===== config.mk =====
export PLATFORM = sky130hd
export DESIGN_NAME = mul_sequencer
export DESIGN_NICKNAME = d
export VERILOG_FILES = /design/src/rtl/mul_pkg.sv /design/src/rtl/mul_shift_add_dp.sv /design/src/rtl/mul_sequencer.sv
export SDC_FILE = /design/constraint.sdc
export NUM_CORES = 1
export LEC_CHECK = 0
export CAP_MARGIN = 20
export CORE_ASPECT_RATIO = 0.75
export CORE_UTILIZATION = 56
export CTS_CLUSTER_SIZE = 16
export DETAILED_ROUTE_END_ITERATION = 7
export GPL_ROUTABILITY_DRIVEN = 0
export GPL_TIMING_DRIVEN = 0
export PLACE_DENSITY_LB_ADDON = 0.2
export SYNTH_ARGS = -nofsm -noshare
export SYNTH_HDL_FRONTEND = slang
export SYNTH_SLANG_ARGS = --single-unit

===== constraint.sdc =====
create_clock -name clk -period 4.4 [get_ports clk]
set_input_delay 0.88 -clock clk [delete_from_list [all_inputs] [get_ports clk]]
set_output_delay 0.88 -clock clk [all_outputs]
set_load 0.02 [all_outputs]

===== src/rtl/mul_pkg.sv =====
// Shared types and constants for the iterative MUL sequencer.
// Holds the FSM encoding, default operand width, counter width and register tag width.
package mul_pkg;

   localparam int MUL_WIDTH = 64;
   localparam int MUL_CNT_W = 7;
   localparam int REG_W     = 5;

   typedef enum logic [1:0] {
      S_IDLE = 2'd0,
      S_RUN  = 2'd1,
      S_DONE = 2'd2
   } state_t;

endpackage


===== src/rtl/mul_shift_add_dp.sv =====
// Radix-2 shift-add datapath: multiplicand, multiplier and accumulator with load/step/hold.
// MUL_EARLY_TERM_EN: o_last also asserts once the post-shift multiplier is zero.
module mul_shift_add_dp #(
   parameter int WIDTH = 64
) (
   input  logic             clk,
   input  logic             reset_n,
   input  logic             i_load,
   input  logic             i_step,
   input  logic             i_cnt_last,
   input  logic [WIDTH-1:0] i_op_a,
   input  logic [WIDTH-1:0] i_op_b,
   output logic [WIDTH-1:0] o_acc_next,
   output logic             o_last
);

   logic [WIDTH-1:0] r_a;
   logic [WIDTH-1:0] r_b;
   logic [WIDTH-1:0] r_acc;
   logic [WIDTH-1:0] w_b_next;

   assign w_b_next   = r_b >> 1;
   assign o_acc_next = r_acc + (r_b[0] ? r_a : '0);

`ifdef MUL_EARLY_TERM_EN
   assign o_last = i_cnt_last | (w_b_next == '0);
`else
   assign o_last = i_cnt_last;
`endif

   always_ff @(posedge clk or negedge reset_n) begin
      if (!reset_n) begin
         r_a   <= '0;
         r_b   <= '0;
         r_acc <= '0;
      end else if (i_load) begin
         r_a   <= i_op_a;
         r_b   <= i_op_b;
         r_acc <= '0;
      end else if (i_step) begin
         r_a   <= r_a << 1;
         r_b   <= w_b_next;
         r_acc <= o_acc_next;
      end
   end

endmodule


===== src/rtl/mul_sequencer.sv =====
// Multi-cycle MUL controller: FSM, iteration counter, stall/done and the held result/tag.
// Build option MUL_EARLY_TERM_EN (in mul_shift_add_dp) stops once remaining multiplier bits are zero.
module mul_sequencer
   import mul_pkg::*;
#(
   parameter int WIDTH = MUL_WIDTH,
   parameter int CNT_W = MUL_CNT_W
) (
   input  logic             clk,
   input  logic             reset_n,
   input  logic             start,
   input  logic             flush,
   input  logic [WIDTH-1:0] op_a,
   input  logic [WIDTH-1:0] op_b,
   input  logic [REG_W-1:0] dest_in,
   output logic             busy,
   output logic             stall,
   output logic             done,
   output logic [WIDTH-1:0] result,
   output logic [REG_W-1:0] dest_out
);

   state_t           r_state;
   state_t           w_state_nxt;
   logic [CNT_W-1:0] r_cnt;
   logic [REG_W-1:0] r_dest;
   logic [WIDTH-1:0] r_result;
   logic [REG_W-1:0] r_dest_out;
   logic [WIDTH-1:0] w_acc_next;
   logic             w_accept;
   logic             w_load;
   logic             w_step;
   logic             w_cnt_last;
   logic             w_last;

   assign w_accept   = start & ~flush & ((r_state == S_IDLE) | (r_state == S_DONE));
   assign w_cnt_last = (r_cnt == CNT_W'(WIDTH - 1));
   assign result     = r_result;
   assign dest_out   = r_dest_out;

   always_ff @(posedge clk or negedge reset_n) begin
      if (!reset_n) r_state <= S_IDLE;
      else          r_state <= w_state_nxt;
   end

   always_comb begin
      w_state_nxt = r_state;
      case (r_state)
         S_IDLE:  w_state_nxt = w_accept ? S_RUN : S_IDLE;
         S_RUN: begin
            if (flush)       w_state_nxt = S_IDLE;
            else if (w_last) w_state_nxt = S_DONE;
         end
         S_DONE:  w_state_nxt = w_accept ? S_RUN : S_IDLE;
         default: w_state_nxt = S_IDLE;
      endcase
   end

   // stall is raised combinationally on the start cycle so decode freezes before the accept edge
   always_comb begin
      busy   = (r_state == S_RUN);
      done   = (r_state == S_DONE);
      stall  = (start & ((r_state == S_IDLE) | (r_state == S_DONE))) | (r_state == S_RUN);
      w_load = w_accept;
      w_step = (r_state == S_RUN) & ~flush;
   end

   always_ff @(posedge clk or negedge reset_n) begin
      if (!reset_n) begin
         r_cnt  <= '0;
         r_dest <= '0;
      end else if (w_load) begin
         r_cnt  <= '0;
         r_dest <= dest_in;
      end else if (w_step) begin
         r_cnt  <= r_cnt + 1'b1;
      end
   end

   // result/tag only change on a completed RUN->DONE transition, never on flush or idle
   always_ff @(posedge clk or negedge reset_n) begin
      if (!reset_n) begin
         r_result   <= '0;
         r_dest_out <= '0;
      end else if (w_step & w_last) begin
         r_result   <= w_acc_next;
         r_dest_out <= r_dest;
      end
   end

   mul_shift_add_dp #(.WIDTH(WIDTH)) u_dp (
      .clk        (clk),
      .reset_n    (reset_n),
      .i_load     (w_load),
      .i_step     (w_step),
      .i_cnt_last (w_cnt_last),
      .i_op_a     (op_a),
      .i_op_b     (op_b),
      .o_acc_next (w_acc_next),
      .o_last     (w_last)
   );

endmodule


After elaboration in Yosys (flattened, before gate mapping)
Index checks and enable logic that the tools add are counted.
W data, S select, Z words.
{"block": "totals", "regBits": 275, "output_inout_bits": 72, "inputBits": 137}
{"block": "op_classes", "eq_ne": 4, "mux": 13, "n_reduce_logical": 3, "bitwise": 8, "add_sub_neg": 2}
{"operator": "$mux W64", "n": 7}
{"operator": "$add A64 B64 Y64", "n": 1}
{"operator": "$mux W7", "n": 2}
{"operator": "$add A7 B1 Y7 const B", "n": 1}
{"operator": "$eq A7 B6 Y1 const B", "n": 1}
{"operator": "$and A1 B1 Y1", "n": 5}
{"operator": "$mux W2", "n": 2}
{"operator": "$pmux W2 S2", "n": 1}
{"operator": "$ne A3 B2 Y1 const B", "n": 1}
{"operator": "$eq A2 B1 Y1 const B", "n": 1}
{"operator": "$eq A2 B2 Y1 const B", "n": 1}
{"operator": "$logic_not A2 Y1", "n": 1}
{"operator": "$or A1 B1 Y1", "n": 2}
{"operator": "$reduce_bool A2 Y1", "n": 1}
{"operator": "$reduce_or A2 Y1", "n": 1}
{"operator": "$mux W1", "n": 1}
{"operator": "$not A1 Y1", "n": 1}

Logic depth before layout (Yosys ltp)
{"block": "logic_depth", "depth_word": 5, "mapped_depth": 14, "depth_no_buf": 13}

Cells and area by module
Synthesis repeated with hierarchy kept, for this count alone.
{"block": "unflattened", "hier_cells": 1658, "hier_area_um2": 16470.8}
{"mod": "mul_shift_add_dp", "cells_each": 1450, "instances": 1, "area_each_um2": 12899.9, "seq_area_each_um2": 4804.6}
{"mod": "mul_sequencer", "cells_each": 208, "instances": 1, "area_each_um2": 3570.9, "seq_area_each_um2": 2077.0}

Worst setup path after synthesis
Ideal clock, no wire load.
{"block": "synth_timing", "path_kind": "flip-flop to flip-flop", "from": "register u_dp.r_b[0]", "to": "register r_result[52], in the netlist result[52]", "required_time_ns": 4.275, "setup_ns": 0.125, "slack_ns": 1.073, "arrival_ns": 3.203, "period_less_slack_ns": 3.327, "stages_incl_launch_ff": 15, "path_cell_list": "dfrtp_1 -> clkbuf_1 -> and2_1 -> ha_1 -> inv_1 -> fa_1 -> nand2b_1 -> a21o_1 -> a211oi_2 -> o21ai_0 -> a21o_1 -> a311oi_2 -> a21oi_1 -> xnor2_1 -> mux2_2"}
{"block": "synth_via", "elab_chain_len": 2}
{"element": "start, declared", "line_no": "mul_shift_add_dp.sv:18", "text": "logic [WIDTH-1:0] r_b;"}
{"element": "start signal, assigned", "line_no": "mul_shift_add_dp.sv:38", "text": "r_b <= i_op_b;"}
{"element": "start signal, assigned", "line_no": "mul_shift_add_dp.sv:42", "text": "r_b <= w_b_next;"}
{"element": "$mux W64", "line_no": "mul_shift_add_dp.sv:23", "text": "assign o_acc_next = r_acc + (r_b[0] ? r_a : '0);"}
{"element": "$add A64 B64 Y64", "line_no": "mul_shift_add_dp.sv:23"}
{"element": "end signal, assigned", "line_no": "mul_sequencer.sv:86", "text": "r_result <= w_acc_next;"}
{"element": "end, declared", "line_no": "mul_sequencer.sv:27", "text": "logic [WIDTH-1:0] r_result;"}
No other way between the ends.
A chain may end at the register's enable or synchronous reset.

Worst setup path in the final report
{"block": "layout_timing", "from": "register u_dp.r_b[0]", "to": "register r_result[47], in the netlist result[47]"}
Same word-level chain as after synthesis.

==> out/summary.log <==
INFO  detailed_routing finalWirelength=44,300um
INFO  worst_setup_path timing_worst_setup_path_type=reg2reg
INFO  sta            setup_viol_count_final=0
INFO  sta            worst_pin_slew=1.04ns
INFO  yosys          ys_ff_latch=275
INFO  clock_network  clock_insertion_delay_worst_skew=0.56ns
INFO  global_route   grtUsageMet1=0.477
INFO  yosys          synth_xor_area_frac=0.0348
INFO  yosys          synth.area.mux_share=0.0169
INFO  yosys          adder_cell_area_share_of_the_yosys_netlist=0.0534
INFO  yosys          post_synthesis_cell_count=1,536
INFO  yosys          synth-simple-area-share=0.127
INFO  sta            timing_hold_violations_final=0
INFO  final_layout   final_cell_mix=sky130_fd_sc_hd__dfrtp_1 (275), sky130_fd_sc_hd__o22a_1 (253), sky130_fd_sc_hd__nand2_1 (211)
INFO  sta            slew_violations=0
INFO  power          p_per_area=598nW/um^2
INFO  worst_setup_path worst_setup_path_end_kind=flop
INFO  detailed_routing ant_nets=0
INFO  status         violations=design-rule violations
INFO  clock_network  ctsRootBufferMaster=sky130_fd_sc_hd__clkbuf_16
INFO  floorplanning  die_x=193um
INFO  placed_design  dpl_worst_slack=-0.230ns
INFO  sta            clock-skew-final=0.0135ns
INFO  run            cap_violations=0
INFO  placed_design  dp_cells=2,097
INFO  sta            min_period=4.23ns
INFO  floorplanning  core_region_area=26,900um^2
INFO  global_route   grt_pass1_vias=13,200
INFO  clock_network  tritoncts.num_buffers=28
INFO  floorplanning  boundaryPins=209
INFO  placed_design  place_hpwl=32,600um
INFO  power          power.static_leakage=8.30nW
INFO  global_route   pin_count_of_the_biggest_net_entering_global_routing=106
INFO  floorplanning  rows=52
INFO  clock_network  tritoncts_clock_tree=built
INFO  power          power=11.3mW
INFO  global_route   busiest_layer=met1
INFO  sta            timing.final.ws_setup=0.174ns
INFO  clock_network  cts_hold_buf=0
INFO  status         outcome=complete, but fails checks
INFO  worst_setup_path worstPathArrival=4.67ns
INFO  worst_setup_path worstPathRequired=4.85ns
INFO  final_layout   n_diodes=0
INFO  final_layout   synth_to_layout_area_growth=23.6%
INFO  global_route   groute.layer.met3.usage=0.0688
INFO  global_route   grt_pass1_wl=71,300um
INFO  detailed_routing post-route-drc-count=13
INFO  yosys          syn-cell-area=15,400um^2
INFO  clock_network  clock_sinks=275
INFO  yosys          fraction_of_the_mapped_netlist_area_in_compound_gates=0.288
INFO  detailed_routing via_density=6.29
INFO  hold_path      holdCritPathClass=in2async
INFO  sta            finalSetupTns=0ns
INFO  detailed_routing drt_first_pass_iters=8
INFO  yosys          synth.distinct_cells=68
INFO  power          peak_ir_drop_on_the_vdd_network=0.346mV
INFO  clock_network  cts_setup_buffers=0
INFO  final_layout   final_layout_size_suffix_gt1_frac=0.0590
INFO  yosys          synth_fp_nets=1,738
INFO  yosys          synth_top_family_by_area=compound AO/OA/AOI/OAI gates
INFO  sta            timing.final.crit_share=0.961
INFO  clock_network  cts_htree_levels=1
INFO  sta            rsz_0062_raised_after_global_routing=no
INFO  sta            timing.fmax=237MHz
INFO  global_route   antenna_found_initial=0
INFO  global_route   groute.layer.met2.usage=0.460
INFO  global_route   grt_remaining_overflow=0
INFO  floorplanning  floorplan.die.height=145um
INFO  yosys          post_synth.cell_area_avg=10.0um^2
INFO  sta            slew_headroom=0.307
INFO  final_layout   finalNetCount=1,978
INFO  final_layout   most_frequent_standard_cell_in_the_layout_excluding_fill_and_tap_cells=sky130_fd_sc_hd__dfrtp_1
INFO  yosys          postSynth.topFlopCell=sky130_fd_sc_hd__dfrtp_1
INFO  yosys          synthesis.yosys.warnings=0
INFO  yosys          synth-async-reset-ratio=1.00
INFO  final_layout   post_layout_nonfiller_instances=2,149
INFO  clock_network  clock_path_buffers=3
INFO  detailed_routing detailroute.via_count=13,500
INFO  detailed_routing first_iter_violations=1,144
INFO  floorplanning  start_util=0.570
INFO  yosys          synth_edf_count=0
INFO  final_layout   final.fill_count=2,106
INFO  worst_setup_path highest_fanout_seen_on_the_critical_path=10
INFO  yosys          ys_seq_area_frac=0.448
INFO  clock_network  clkSlewWorstSetupHoldPaths=0.07ns
INFO  placed_design  number_of_i_o_port_buffers=208
INFO  worst_setup_path critPathLaunchType=flop
INFO  floorplanning  die_area=28,100um^2
INFO  global_route   gr-usage-all-layers=0.315
INFO  detailed_routing post_drt_wl_per_cell=20.6um
worst max-delay path: stages, from the launching register on:
cell	delay, ns
sky130_fd_sc_hd__dfrtp_1	0.42
sky130_fd_sc_hd__clkbuf_2	0.33
sky130_fd_sc_hd__buf_1	0.29
sky130_fd_sc_hd__and2_1	0.20
sky130_fd_sc_hd__ha_1	0.26
sky130_fd_sc_hd__clkbuf_1	0.30
sky130_fd_sc_hd__nand4_1	0.29
sky130_fd_sc_hd__nor4_2	0.52
sky130_fd_sc_hd__a21boi_2	0.40
sky130_fd_sc_hd__nor2_1	0.15
sky130_fd_sc_hd__o21ai_0	0.38
sky130_fd_sc_hd__a21oi_1	0.15
sky130_fd_sc_hd__xnor2_1	0.16
sky130_fd_sc_hd__mux2_2	0.26
cells in the mapped netlist, types with 5 or more instances:
master	n	area [um^2]
sky130_fd_sc_hd__dfrtp_1	275	6880
sky130_fd_sc_hd__o22a_1	253	2220
sky130_fd_sc_hd__nand2_1	211	792
sky130_fd_sc_hd__clkbuf_1	94	353
sky130_fd_sc_hd__a21oi_1	86	430
sky130_fd_sc_hd__and2_1	65	407
sky130_fd_sc_hd__ha_1	64	801
sky130_fd_sc_hd__a22o_1	58	508
sky130_fd_sc_hd__nor2_1	51	191
sky130_fd_sc_hd__o21ai_0	48	240
sky130_fd_sc_hd__xnor2_1	39	342
sky130_fd_sc_hd__a21o_1	37	278
sky130_fd_sc_hd__mux2_2	23	259
sky130_fd_sc_hd__nand4_1	23	144
sky130_fd_sc_hd__xor2_1	22	193
sky130_fd_sc_hd__inv_1	17	63.8
sky130_fd_sc_hd__o21bai_1	16	120
sky130_fd_sc_hd__nand2b_1	12	75.1
sky130_fd_sc_hd__nand3_1	12	60.1
sky130_fd_sc_hd__nor3_1	12	60.1
sky130_fd_sc_hd__buf_1	10	37.5
sky130_fd_sc_hd__and3_1	8	50.1
sky130_fd_sc_hd__a31oi_1	7	43.8
sky130_fd_sc_hd__o21a_1	7	52.6
sky130_fd_sc_hd__buf_2	6	30.0
sky130_fd_sc_hd__o211ai_1	5	37.5
sky130_fd_sc_hd__o211ai_2	5	62.6
where the power goes:
group	switching (mW)	internal [mW]	leakage, nW
registers	0.404	3.09	3.40
logic	3.04	2.14	4.39
clock network	1.07	1.60	0.510
worst paths after layout:
path                                          from                       end  slack [ns]  depth (start not counted)
max in group asynchronous                  reset_n  u_dp.r_b[22]$_DFFE_PN0P_        3.17                          2
max                        u_dp.r_b[0]$_DFFE_PN0P_    result[47]$_DFFE_PN0P_        0.17                         13
min reg2reg                  r_dest[1]$_DFFE_PN0P_   dest_out[1]$_DFFE_PN0P_        0.47                          2
min in group clk             r_dest[1]$_DFFE_PN0P_   dest_out[1]$_DFFE_PN0P_        0.47                          2
max reg2reg                u_dp.r_b[0]$_DFFE_PN0P_    result[47]$_DFFE_PN0P_        0.17                         13
min                                        reset_n    result[32]$_DFFE_PN0P_        0.26                          1
sequential cells by signal, summed over array words and instances (netlist names):
name and cells:
u_dp.r_acc 64, u_dp.r_a 64, r_state 2, r_dest 5
result 64, u_dp.r_b 64, r_cnt 7, dest_out 5
final cells by class:
class	instances	area, um^2	share of cell area
Buffer	111	428	0.0225
Clock buffer	34	763	0.0402
Tap cell	351	439	0.0231
Clock inverter	18	269	0.0142
Timing Repair Buffer	210	2140	0.113
Sequential cell	275	6880	0.362
Inverter	18	67.6	0.00356
Multi-Input combinational cell	1132	8000	0.421
routing by layer:
layer / wire length, um / part of all wire / up-vias
met1: 20700 / 0.47 / 6701
met3: 3900 / 0.088 / 59
met2: 18700 / 0.42 / 554
met5: 0 / 0 / -
li1: - / - / 6203
met4: 933 / 0.021 / 0
metrics by stage:
| stage | hold WS [ns] | util | instance area [um^2] |
|---|---|---|---|
| after global routing | 0.315 | 0.705 | 19000 |
| after floorplan | 0.435 | - | 15400 |
| final | 0.263 | 0.705 | 19000 |
| after global placement | 0.445 | 0.664 | 17900 |
| after detailed placement | 0.461 | 0.666 | 17900 |
| after CTS | 0.294 | 0.704 | 19000 |
cells by family after synthesis:
| family | count (synthesis) |
|---|---|
| AOI/OAI and AO/OA | 566 |
| xor gates and xnor gates | 61 |
| adders and majority gates | 65 |
| buffers and inverters | 129 |
| DFF | 275 |
| muxes | 23 |
| and+or+nand+nor | 417 |
repair_timing:
item                                    in CTS  in global routing
endpoints found under the setup margin      16                 24
gates cloned                                 0                  0
resized for setup                            1                  5
Note: power is estimated with default switching activity, not from simulation.
